==> config.mk <==
export PLATFORM = sky130hd
export DESIGN_NAME = mmio_par_channels
export DESIGN_NICKNAME = d
export VERILOG_FILES = /design/src/rtl/mmio_pkg.sv /design/src/rtl/par_fifo.sv /design/src/rtl/mmio_par_channels.sv
export SDC_FILE = /design/constraint.sdc
export NUM_CORES = 1
export LEC_CHECK = 0
export ABC_AREA = 1
export ABC_CLOCK_PERIOD_IN_PS = 2900
export BUFFER_PORTS_ARGS = -buffer_cell sky130_fd_sc_hd__buf_2
export CORE_ASPECT_RATIO = 1.2
export CORE_MARGIN = 2
export CORE_UTILIZATION = 50
export CTS_BUF_LIST = sky130_fd_sc_hd__clkbuf_8
export DETAILED_ROUTE_END_ITERATION = 8
export GPL_TIMING_DRIVEN = 0
export PLACE_DENSITY = 0.83
export SLEW_MARGIN = 5
export SYNTH_ARGS = -nofsm -noshare
export SYNTH_HDL_FRONTEND = slang
export SYNTH_SLANG_ARGS = --single-unit
==> constraint.sdc <==
create_clock -name clk -period 2.9 [get_ports clk]
set_input_delay 0.29 -clock clk [delete_from_list [all_inputs] [get_ports clk]]
set_output_delay 0.29 -clock clk [all_outputs]
set_load 0.05 [all_outputs]
==> src/rtl/mmio_pkg.sv <==
// Shared constants for the parallel-output MMIO channel block: address
// decode fields, register offsets and STATUS bit positions.
package mmio_pkg;

  // Address bit that steers an access away from RAM into MMIO space.
  localparam int unsigned MMIO_SEL_BIT = 15;
  // Value of ram_addr[11:8] that selects the parallel channel page.
  localparam logic [3:0]  PAR_PAGE     = 4'h1;

  // Per-channel register offsets (ram_addr[3:0]).
  localparam logic [3:0]  REG_DATA     = 4'd0;
  localparam logic [3:0]  REG_SIGNAL   = 4'd1;
  localparam logic [3:0]  REG_STATUS   = 4'd2;

  // STATUS register bit positions.
  localparam int unsigned ST_EMPTY     = 0;
  localparam int unsigned ST_FULL      = 1;
  localparam int unsigned ST_VALID     = 2;
  localparam int unsigned ST_OVF       = 3;
  localparam int unsigned ST_COUNT_LSB = 8;

endpackage

==> src/rtl/par_fifo.sv <==
// Transmit FIFO for one parallel output channel.
// Ports: clk, rst (async, active-high); push/push_data write side;
// pop drains the head (ignored while empty); head is the current front
// entry (0 when empty); count/empty/full report occupancy; push_ok flags
// that the push in this cycle is accepted.
module par_fifo #(
  parameter int unsigned WIDTH = 8,
  parameter int unsigned DEPTH = 4
) (
  input  logic                         clk,
  input  logic                         rst,
  input  logic                         push,
  input  logic [WIDTH-1:0]             push_data,
  input  logic                         pop,
  output logic [WIDTH-1:0]             head,
  output logic [$clog2(DEPTH+1)-1:0]   count,
  output logic                         empty,
  output logic                         full,
  output logic                         push_ok
);

  localparam int unsigned AW = $clog2(DEPTH);
  localparam int unsigned CW = $clog2(DEPTH+1);

  logic [WIDTH-1:0] mem [DEPTH];
  logic [AW-1:0]    wr_ptr;
  logic [AW-1:0]    rd_ptr;
  logic             do_pop;

  assign empty   = (count == '0);
  assign full    = (count == CW'(DEPTH));
  assign do_pop  = pop & ~empty;
  // A pop in the same cycle frees the slot the push needs, even when full.
  assign push_ok = push & (~full | do_pop);
  assign head    = empty ? '0 : mem[rd_ptr];

  // Storage is not reset; occupancy is tracked by the pointers and count.
  always_ff @(posedge clk) begin
    if (push_ok) mem[wr_ptr] <= push_data;
  end

  // Pointers wrap naturally because DEPTH is a power of two.
  always_ff @(posedge clk or posedge rst) begin
    if (rst) begin
      wr_ptr <= '0;
      rd_ptr <= '0;
      count  <= '0;
    end else begin
      if (push_ok) wr_ptr <= wr_ptr + AW'(1);
      if (do_pop)  rd_ptr <= rd_ptr + AW'(1);
      case ({push_ok, do_pop})
        2'b10:   count <= count + CW'(1);
        2'b01:   count <= count - CW'(1);
        default: count <= count;
      endcase
    end
  end

endmodule

==> src/rtl/mmio_par_channels.sv <==
// MMIO decoder between the CPU memory port and RAM, exposing CHANNELS
// independent parallel output channels, each with a transmit FIFO, a level
// signal bit and a STATUS register carrying a sticky overflow flag.
// Ports: clk, rst (async, active-high); CPU side ram_addr/ram_write/ram_op
// and combinational ram_read; RAM side phy_ram_*; channel side par_data,
// par_valid, par_ack and par_signal (channel c at bit/field c).
module mmio_par_channels
  import mmio_pkg::*;
#(
  parameter int unsigned CHANNELS = 2,
  parameter int unsigned WIDTH    = 8,
  parameter int unsigned DEPTH    = 4
) (
  input  logic                      clk,
  input  logic                      rst,
  input  logic [15:0]               ram_addr,
  input  logic [15:0]               ram_write,
  input  logic                      ram_op,
  output logic [15:0]               ram_read,
  output logic [15:0]               phy_ram_addr,
  output logic [15:0]               phy_ram_write,
  output logic                      phy_ram_op,
  input  logic [15:0]               phy_ram_read,
  output logic [CHANNELS*WIDTH-1:0] par_data,
  output logic [CHANNELS-1:0]       par_valid,
  input  logic [CHANNELS-1:0]       par_ack,
  output logic [CHANNELS-1:0]       par_signal
);

  localparam int unsigned CW = $clog2(DEPTH+1);

  logic        mmio_sel;
  logic        page_hit;
  logic [3:0]  ch_sel;
  logic [3:0]  reg_sel;
  logic [15:0] mmio_read;
  logic [15:0] ch_rd [CHANNELS];
  logic        unused_addr;

  assign mmio_sel    = ram_addr[MMIO_SEL_BIT];
  assign page_hit    = mmio_sel && (ram_addr[11:8] == PAR_PAGE);
  assign ch_sel      = ram_addr[7:4];
  assign reg_sel     = ram_addr[3:0];
  assign unused_addr = &{1'b0, ram_addr[14:12]};

  // RAM pass-through; MMIO accesses never reach RAM.
  assign phy_ram_addr  = mmio_sel ? 16'h0000 : ram_addr;
  assign phy_ram_write = ram_write;
  assign phy_ram_op    = ram_op & ~mmio_sel;

  for (genvar c = 0; c < CHANNELS; c++) begin : g_ch
    logic             ch_hit;
    logic             push;
    logic             push_ok;
    logic             empty;
    logic             full;
    logic             ovf;
    logic             sig;
    logic [WIDTH-1:0] head;
    logic [CW-1:0]    count;
    logic [15:0]      status;

    // Unimplemented channel indices never match, so they read 0 and drop writes.
    assign ch_hit = page_hit && (ch_sel == 4'(c));
    assign push   = ch_hit && ram_op && (reg_sel == REG_DATA);

    par_fifo #(
      .WIDTH (WIDTH),
      .DEPTH (DEPTH)
    ) u_fifo (
      .clk       (clk),
      .rst       (rst),
      .push      (push),
      .push_data (ram_write[WIDTH-1:0]),
      .pop       (par_ack[c]),
      .head      (head),
      .count     (count),
      .empty     (empty),
      .full      (full),
      .push_ok   (push_ok)
    );

    // Overflow set wins over a same-cycle clear; signal bit is a plain register.
    always_ff @(posedge clk or posedge rst) begin
      if (rst) begin
        ovf <= 1'b0;
        sig <= 1'b0;
      end else begin
        if (push && !push_ok) begin
          ovf <= 1'b1;
        end else if (ch_hit && ram_op && (reg_sel == REG_STATUS) && ram_write[ST_OVF]) begin
          ovf <= 1'b0;
        end
        if (ch_hit && ram_op && (reg_sel == REG_SIGNAL)) sig <= ram_write[0];
      end
    end

    always_comb begin
      status                       = '0;
      status[ST_EMPTY]             = empty;
      status[ST_FULL]              = full;
      status[ST_VALID]             = ~empty;
      status[ST_OVF]               = ovf;
      status[ST_COUNT_LSB +: 8]    = 8'(count);
    end

    assign ch_rd[c] = !ch_hit                  ? 16'h0000 :
                      (reg_sel == REG_DATA)    ? 16'(head) :
                      (reg_sel == REG_SIGNAL)  ? {16{sig}} :
                      (reg_sel == REG_STATUS)  ? status :
                                                 16'h0000;

    assign par_data[c*WIDTH +: WIDTH] = head;
    assign par_valid[c]               = ~empty;
    assign par_signal[c]              = sig;
  end

  // At most one channel decodes per access, so an OR merge is a mux.
  always_comb begin
    mmio_read = '0;
    for (int c = 0; c < CHANNELS; c++) mmio_read = mmio_read | ch_rd[c];
  end

  assign ram_read = mmio_sel ? mmio_read : phy_ram_read;

endmodule
**After elaboration in Yosys (flattened, before gate mapping)**

Memories as Yosys holds them, arrays and structs flattened.
Cells that the tools add are included.

- Flip-flop bits (word level): 18
- Memory bits (writable): 64
- Input bits: 53
- Output and inout port bits: 69
- Logic and storage cells: 90
- Memories: 2

- Add/sub/neg operators: 8
- Equality and inequality tests: 10
- Mux-type cells: 22
- Bitwise operators: 13
- Reductions and logical operators: 25

Memories:

| name | depth | width | read ports | clocked after Yosys merged registers in | write ports | line | RTL |
|---|---|---|---|---|---|---|---|
| g_ch[0].u_fifo.mem | 4 | 8 | 1 | 0 | 1 | par_fifo.sv:25 | `logic [WIDTH-1:0] mem [DEPTH];` |
| g_ch[1].u_fifo.mem | 4 | 8 | 1 | 0 | 1 | par_fifo.sv:25 |  |

Operators by type and width:

| kind | number |
|---|---|
| two-way mux 16 bit | 7 |
| two-way mux 11 bit | 2 |
| two-way mux 8 bit | 2 |
| bitwise OR 16 bit | 1 |
| logical AND 1 bit | 15 |
| two-way mux 15 bit | 1 |
| == test 4 x 1 -> 1 bit (second input constant) | 3 |
| case mux 3 bit (2 select lines) | 2 |
| adder 2 x 1 -> 2 bit (second input constant) | 4 |
| logical NOT 4 bit | 2 |
| two-way mux 1 bit | 8 |
| nonzero test 2 bit | 4 |
| adder 3 x 1 -> 3 bit (second input constant) | 2 |
| == test 3 bit (second input constant) | 2 |
| logical NOT 3 bit | 2 |
| subtractor 3 x 1 -> 3 bit (second input constant) | 2 |
| bitwise AND 1 bit | 5 |
| NOT 1 bit | 5 |
| == test 2 x 1 -> 1 bit (second input constant) | 2 |
| == test 2 bit (second input constant) | 2 |
| == test 4 x 2 -> 1 bit (second input constant) | 1 |
| logical NOT 1 bit | 2 |
| bitwise OR 1 bit | 2 |

**Depth between registers and ports, before layout**

- Word-level depth: 9
- Gate-level depth with buffers: 12
- Depth with buffers taken out: 12

**Hierarchy**

A second synthesis with hierarchy kept.

- Cells, all modules: 534
- Area total of the unflattened synthesis: 4694.5 µm²

Modules (own cells, without submodules):

| module | instances | cells an instance | area each (µm²) | seq. area each (µm²) |
|---|---|---|---|---|
| par_fifo | 2 | 152 | 1727.9 | 1136.1 |
| mmio_par_channels | 1 | 230 | 1238.7 | 100.1 |

**Worst setup path after synthesis**

No wires, ideal clock.

- Path type: register to output
- From: register g_ch[1].u_fifo.count[0]
- To: output ram_read[0]
- Arrival time: 1.792 ns
- Required time: 2.610 ns
- Setup slack: 0.818 ns
- Stages on the path, launching flop included: 7
- Buffers on the path: 0
- Cells stage by stage: dfrtp_1 inv_2 nand3_1 nand2_1 nand2_1 nand2_1 nand3_1

- Cells in the longest elaborated chain, start to end: 7
- Elaborated cells between the ends (all ways): 8
- Those cells by class: mux (6); bitwise (1); reduce/logical (1)

RTL lines:

| element | line | RTL |
|---|---|---|
| from (decl) | par_fifo.sv:16 | `output logic [$clog2(DEPTH+1)-1:0] count,` |
| from (signal assigned) | par_fifo.sv:52 | `2'b10: count <= count + CW'(1);` |
| from (signal assigned) | par_fifo.sv:53 | `2'b01: count <= count - CW'(1);` |
| from (signal assigned) | par_fifo.sv:54 | `default: count <= count;` |
| logical NOT 3 bit (*) | par_fifo.sv:30 | `assign empty = (count == '0);` |
| two-way mux 11 bit | mmio_par_channels.sv:110 | `(reg_sel == REG_STATUS) ? status :` |
| two-way mux 16 bit | mmio_par_channels.sv:109 | `(reg_sel == REG_SIGNAL) ? {16{sig}} :` |
| two-way mux 16 bit (*) | mmio_par_channels.sv:108 | `(reg_sel == REG_DATA) ? 16'(head) :` |
| two-way mux 16 bit (*) | mmio_par_channels.sv:107 | `assign ch_rd[c] = !ch_hit ? 16'h0000 :` |
| bitwise OR 16 bit (*) | mmio_par_channels.sv:121 | `for (int c = 0; c < CHANNELS; c++) mmio_read = mmio_read \| ch_rd[c];` |
| two-way mux 16 bit (*) | mmio_par_channels.sv:124 | `assign ram_read = mmio_sel ? mmio_read : phy_ram_read;` |
| to (decl) | mmio_par_channels.sv:19 | `output logic [15:0] ram_read,` |

Mark *: on every way between the ends. The rest lies on a longest branch, timed or not.

**Final worst setup path**

- From: register g_ch[1].u_fifo.count[2]
- To: output ram_read[2]

- Cells in the longest elaborated chain, start to end: 8
- Elaborated cells between the ends (all ways): 9
- Those cells by class: mux (6); bitwise (2); reduce/logical (1)

RTL lines:

| element | line | RTL |
|---|---|---|
| logical NOT 3 bit (*) | par_fifo.sv:30 |  |
| NOT 1 bit | mmio_par_channels.sv:102 | `status[ST_VALID] = ~empty;` |
| two-way mux 11 bit | mmio_par_channels.sv:110 |  |
| two-way mux 16 bit | mmio_par_channels.sv:109 |  |
| two-way mux 16 bit (*) | mmio_par_channels.sv:108 |  |
| two-way mux 16 bit (*) | mmio_par_channels.sv:107 |  |
| bitwise OR 16 bit (*) | mmio_par_channels.sv:121 |  |
| two-way mux 16 bit (*) | mmio_par_channels.sv:124 |  |

Marked as above.

==> results_dict.tcl <==
set metrics [dict create \
    cts_tree "done" \
    number_of_global_route_vias_before_repair 3829 \
    critical_path.reg2reg.endpoint "g_ch[0].u_fifo.count[2]" \
    antenna_found_initial 0 \
    layout.nets 765 \
    max_cap_viol_count 0 \
    fp.coreArea_sq_mm 0.00942 \
    die_height_microns 111 \
    floorplan.initialDensity_pct 50.7 \
    outcome "finished clean" \
    synth_ff_type "sky130_fd_sc_hd__edfxtp_1" \
    critical_path_class "flip-flop to output port" \
    hold_viol_final 0 \
    regToRegSetupSlack_ns 0.62 \
    max_freq_mhz 429 \
    worstMarginPinSlew_ns 0.822 \
    grt_overflow_total 0 \
    worstRegToRegCells 9 \
    drt-pass1-iter-count 6 \
    syn-cell-area_sq_mm 0.00477 \
    hold_path.class "input port to async pin" \
    share_of_synthesized_area_occupied_by_flip_flops_and_latches_pct 49.7 \
    slew_headroom_pct 45.0 \
    power_density_mw_per_mm2 795 \
    pin_count 122 \
    die-area_sq_mm 0.0103 \
    path_common_cell "sky130_fd_sc_hd__nand2_1" \
    critical_path_required_ns 2.61 \
    yosys_register_bits 82 \
    fillers 781 \
    multi_input_area_sq_mm 0.00176 \
    number_of_enable_type_register_cells_in_the_synthesized_netlist 64 \
    ys_async_sr_fraction_pct 22.0 \
    worstSetupEndpointType "output port" \
    rsz0062_at_grt "false" \
    cp_cell_sequence "inv_1 > nand3_1 > nand2_1 > nand2_1 > nand2_1 > nand3_1 > buf_2" \
    initialDrtViolationCount 372 \
    crit_path_max_incr_delay_ns 0.40 \
    synth_fp_nets 643 \
    timing.final.crit_share_pct 80.3 \
    cts.repair_timing.setup_buffer_count 0 \
    critical_path.n_buffers_inverters 2 \
    postCtsResizedCells 0 \
    fin_skew_ns 0.00974 \
    dp_hpwl_microns 8500 \
    clock_tree.htree_level_count 3 \
    seqCellArea_sq_mm 0.00237 \
    fraction_of_layout_instances_using_a_drive_strength_above_1_pct 27.0 \
    crit_fanout 10 \
    power.static_leakage_nw 2.96 \
    grt_first_pass_wirelength_microns 17700 \
    area_growth_syn_to_layout_pct 19.1 \
    critPathArrivalTime_ns 2.04 \
    route.antenna.remaining_nets 0 \
    clock_latency_ns 0.35 \
    die_w_microns 93.2 \
    antenna-diode-count 0 \
    clk_path_buf_depth 2 \
    finalWorstPathRequiredPeriod_ns 2.33 \
    vias 4096 \
    synthDistinctLibCells 32 \
    drcViolationCount 0 \
    clkSinkCount 82 \
    portBuffers 111 \
    rows 39 \
    postLayoutCoreUtil_pct 60.3 \
    viasPerCell 4.95 \
    number_of_instances_in_the_synthesized_netlist 578 \
    vdd.ir_drop.worst_uv 690 \
    route.detailed.wl_per_inst_microns 13.6 \
    critical_path.top_delay_family "simple AND/OR/NAND/NOR gates" \
    timing_max_transition_violations_final 0 \
    clock_buffer_count_from_cts 9 \
    crit_path_top_delay_cell "sky130_fd_sc_hd__nand3_1" \
    final.setup.tns_ns 0 \
    cts.reportedPaths.clkPinSlew_ns 0.09 \
    grt_start_max_net_pins 19 \
    finalWirelength_microns 11200 \
    fin_worst_hold_slack_ns 0.0410 \
    grt_util_all_layers_pct 21.9 \
    synth-warning-count 0 \
    setup_violation_total_in_the_final_timing_report 0 \
    clock-root-buffer "sky130_fd_sc_hd__clkbuf_8" \
    post_synth.cell_area_avg_sq_um 8.25 \
    critical_path.reg2reg.startpoint "g_ch[0].u_fifo.count[0]" \
    startpoint_type "flip-flop" \
    cts.hold.buffers_added 0 \
    finalWeightedCongestion 0.830 \
]
## per-stage QoR
step / setup slack, ns / total power [mW] / cell area (sq um) / std cells
floorplan: 0.818 / 3.15 / 4770 / 578
CTS: 0.567 / 4.52 / 5680 / 828
global route: 0.454 / 4.79 / 5680 / 828
finish: 0.571 / 4.52 / 5680 / 828
detailed placement: 0.636 / 3.70 / 5480 / 812
global placement: 0.669 / 3.65 / 5480 / 812
## registers in the layout, summed over array words and instances (netlist names)
register / cells
g_ch.u_fifo.rd_ptr: 4
g_ch.sig: 2
g_ch.u_fifo.wr_ptr: 4
g_ch.u_fifo.mem: 64
g_ch.ovf: 2
g_ch.u_fifo.count: 6
## layout make-up
cell class                 instances  share of cell area (%)
buffer                            34                    4.23
tap                              123                    2.71
timing repair buffer             111                    9.78
sequential                        82                    41.8
multi-input combinational        356                    31.0
inverter                         106                    7.00
clock inverter                     7                    1.37
clock buffer                       9                    2.18
## worst max path at each step
| stage | endpoint | startpoint | depth (start not counted) | slack [ns] |
|---|---|---|---|---|
| finish | ram_read[2] | g_ch[1].u_fifo.count[2] | 7 | 0.57 |
| global route | ram_read[6] | g_ch[0].u_fifo.rd_ptr[0] | 11 | 0.45 |
| CTS | ram_read[3] | g_ch[1].u_fifo.count[0] | 7 | 0.57 |
| detailed placement | g_ch[0].u_fifo.count[2] | g_ch[0].u_fifo.count[0] | 9 | 0.64 |
| global placement | g_ch[0].u_fifo.count[2] | g_ch[0].u_fifo.count[0] | 9 | 0.67 |
| floorplan | ram_read[0] | g_ch[1].u_fifo.count[0] | 6 | 0.82 |
## metal layers
layer  GRT usage, %  up-vias  share of wire, %
li1               -     2014                 -
met4           8.33        0               3.0
met5              0        -                 0
met1           27.8     1894                38
met2           37.8      161                52
met3           2.99       27               7.1
## kinds of logic after synthesis
family | after synthesis | synth area share (%)
AO/OA/AOI/OAI | 23 | 2.52
XOR/XNOR | 7 | 1.29
adder cells (fa/ha/maj) | 12 | 3.46
buffers and inverters | 140 | 13.4
flip-flops | 82 | 49.7
other | 1 | 0.0786
AND/OR/NAND/NOR | 313 | 29.6
## synth_stat cells, types with 3 or more instances
master                     count  share of area (%)
sky130_fd_sc_hd__nand2_1     204                 16
sky130_fd_sc_hd__dfrtp_1      18                9.4
sky130_fd_sc_hd__nor2_8        3                1.3
sky130_fd_sc_hd__nor2_2        7               0.92
sky130_fd_sc_hd__inv_1        94                7.4
sky130_fd_sc_hd__buf_4        24                3.8
sky130_fd_sc_hd__nand4_1       8                1.0
sky130_fd_sc_hd__xor2_1        5               0.92
sky130_fd_sc_hd__nand2_4       3               0.71
sky130_fd_sc_hd__edfxtp_1     64                 40
sky130_fd_sc_hd__o21ai_0       9               0.94
sky130_fd_sc_hd__ha_1         10                2.6
sky130_fd_sc_hd__buf_2         6               0.63
sky130_fd_sc_hd__inv_2        12               0.94
sky130_fd_sc_hd__a21oi_1      10                1.0
sky130_fd_sc_hd__nand3_1      48                5.0
sky130_fd_sc_hd__nor2_1       31                2.4
## layout by cell type, fill, tap and decap left out, types with 9 or more instances in the layout
| cell | synthesis | routed |
|---|---|---|
| sky130_fd_sc_hd__buf_4 | 24 | 24 |
| sky130_fd_sc_hd__nand3_1 | 48 | 48 |
| sky130_fd_sc_hd__nor2_1 | 31 | 31 |
| sky130_fd_sc_hd__dfrtp_1 | 18 | 18 |
| sky130_fd_sc_hd__edfxtp_1 | 64 | 64 |
| sky130_fd_sc_hd__a21oi_1 | 10 | 10 |
| sky130_fd_sc_hd__clkbuf_8 | 0 | 9 |
| sky130_fd_sc_hd__inv_2 | 12 | 12 |
| sky130_fd_sc_hd__inv_1 | 94 | 94 |
| sky130_fd_sc_hd__ha_1 | 10 | 10 |
| sky130_fd_sc_hd__buf_2 | 6 | 117 |
| sky130_fd_sc_hd__o21ai_0 | 9 | 9 |
| sky130_fd_sc_hd__nand2_1 | 204 | 204 |
## worst reg2reg max path: stages, from the launching register on
cell                      delay, ns
sky130_fd_sc_hd__dfrtp_1       0.43
sky130_fd_sc_hd__nor3_1        0.34
sky130_fd_sc_hd__nand2_1       0.20
sky130_fd_sc_hd__nand3_4       0.17
sky130_fd_sc_hd__ha_1          0.16
sky130_fd_sc_hd__inv_1         0.07
sky130_fd_sc_hd__fa_1          0.38
sky130_fd_sc_hd__a21oi_1       0.15
sky130_fd_sc_hd__o21ai_0       0.12
sky130_fd_sc_hd__xor2_1        0.15
## where the power goes
group          switching (mW)  internal (mW)
sequential             0.0367           1.34
combinational            1.73          0.564
clock                   0.434          0.405
total                    2.21           2.31
Power figures use the tool's default switching activity.
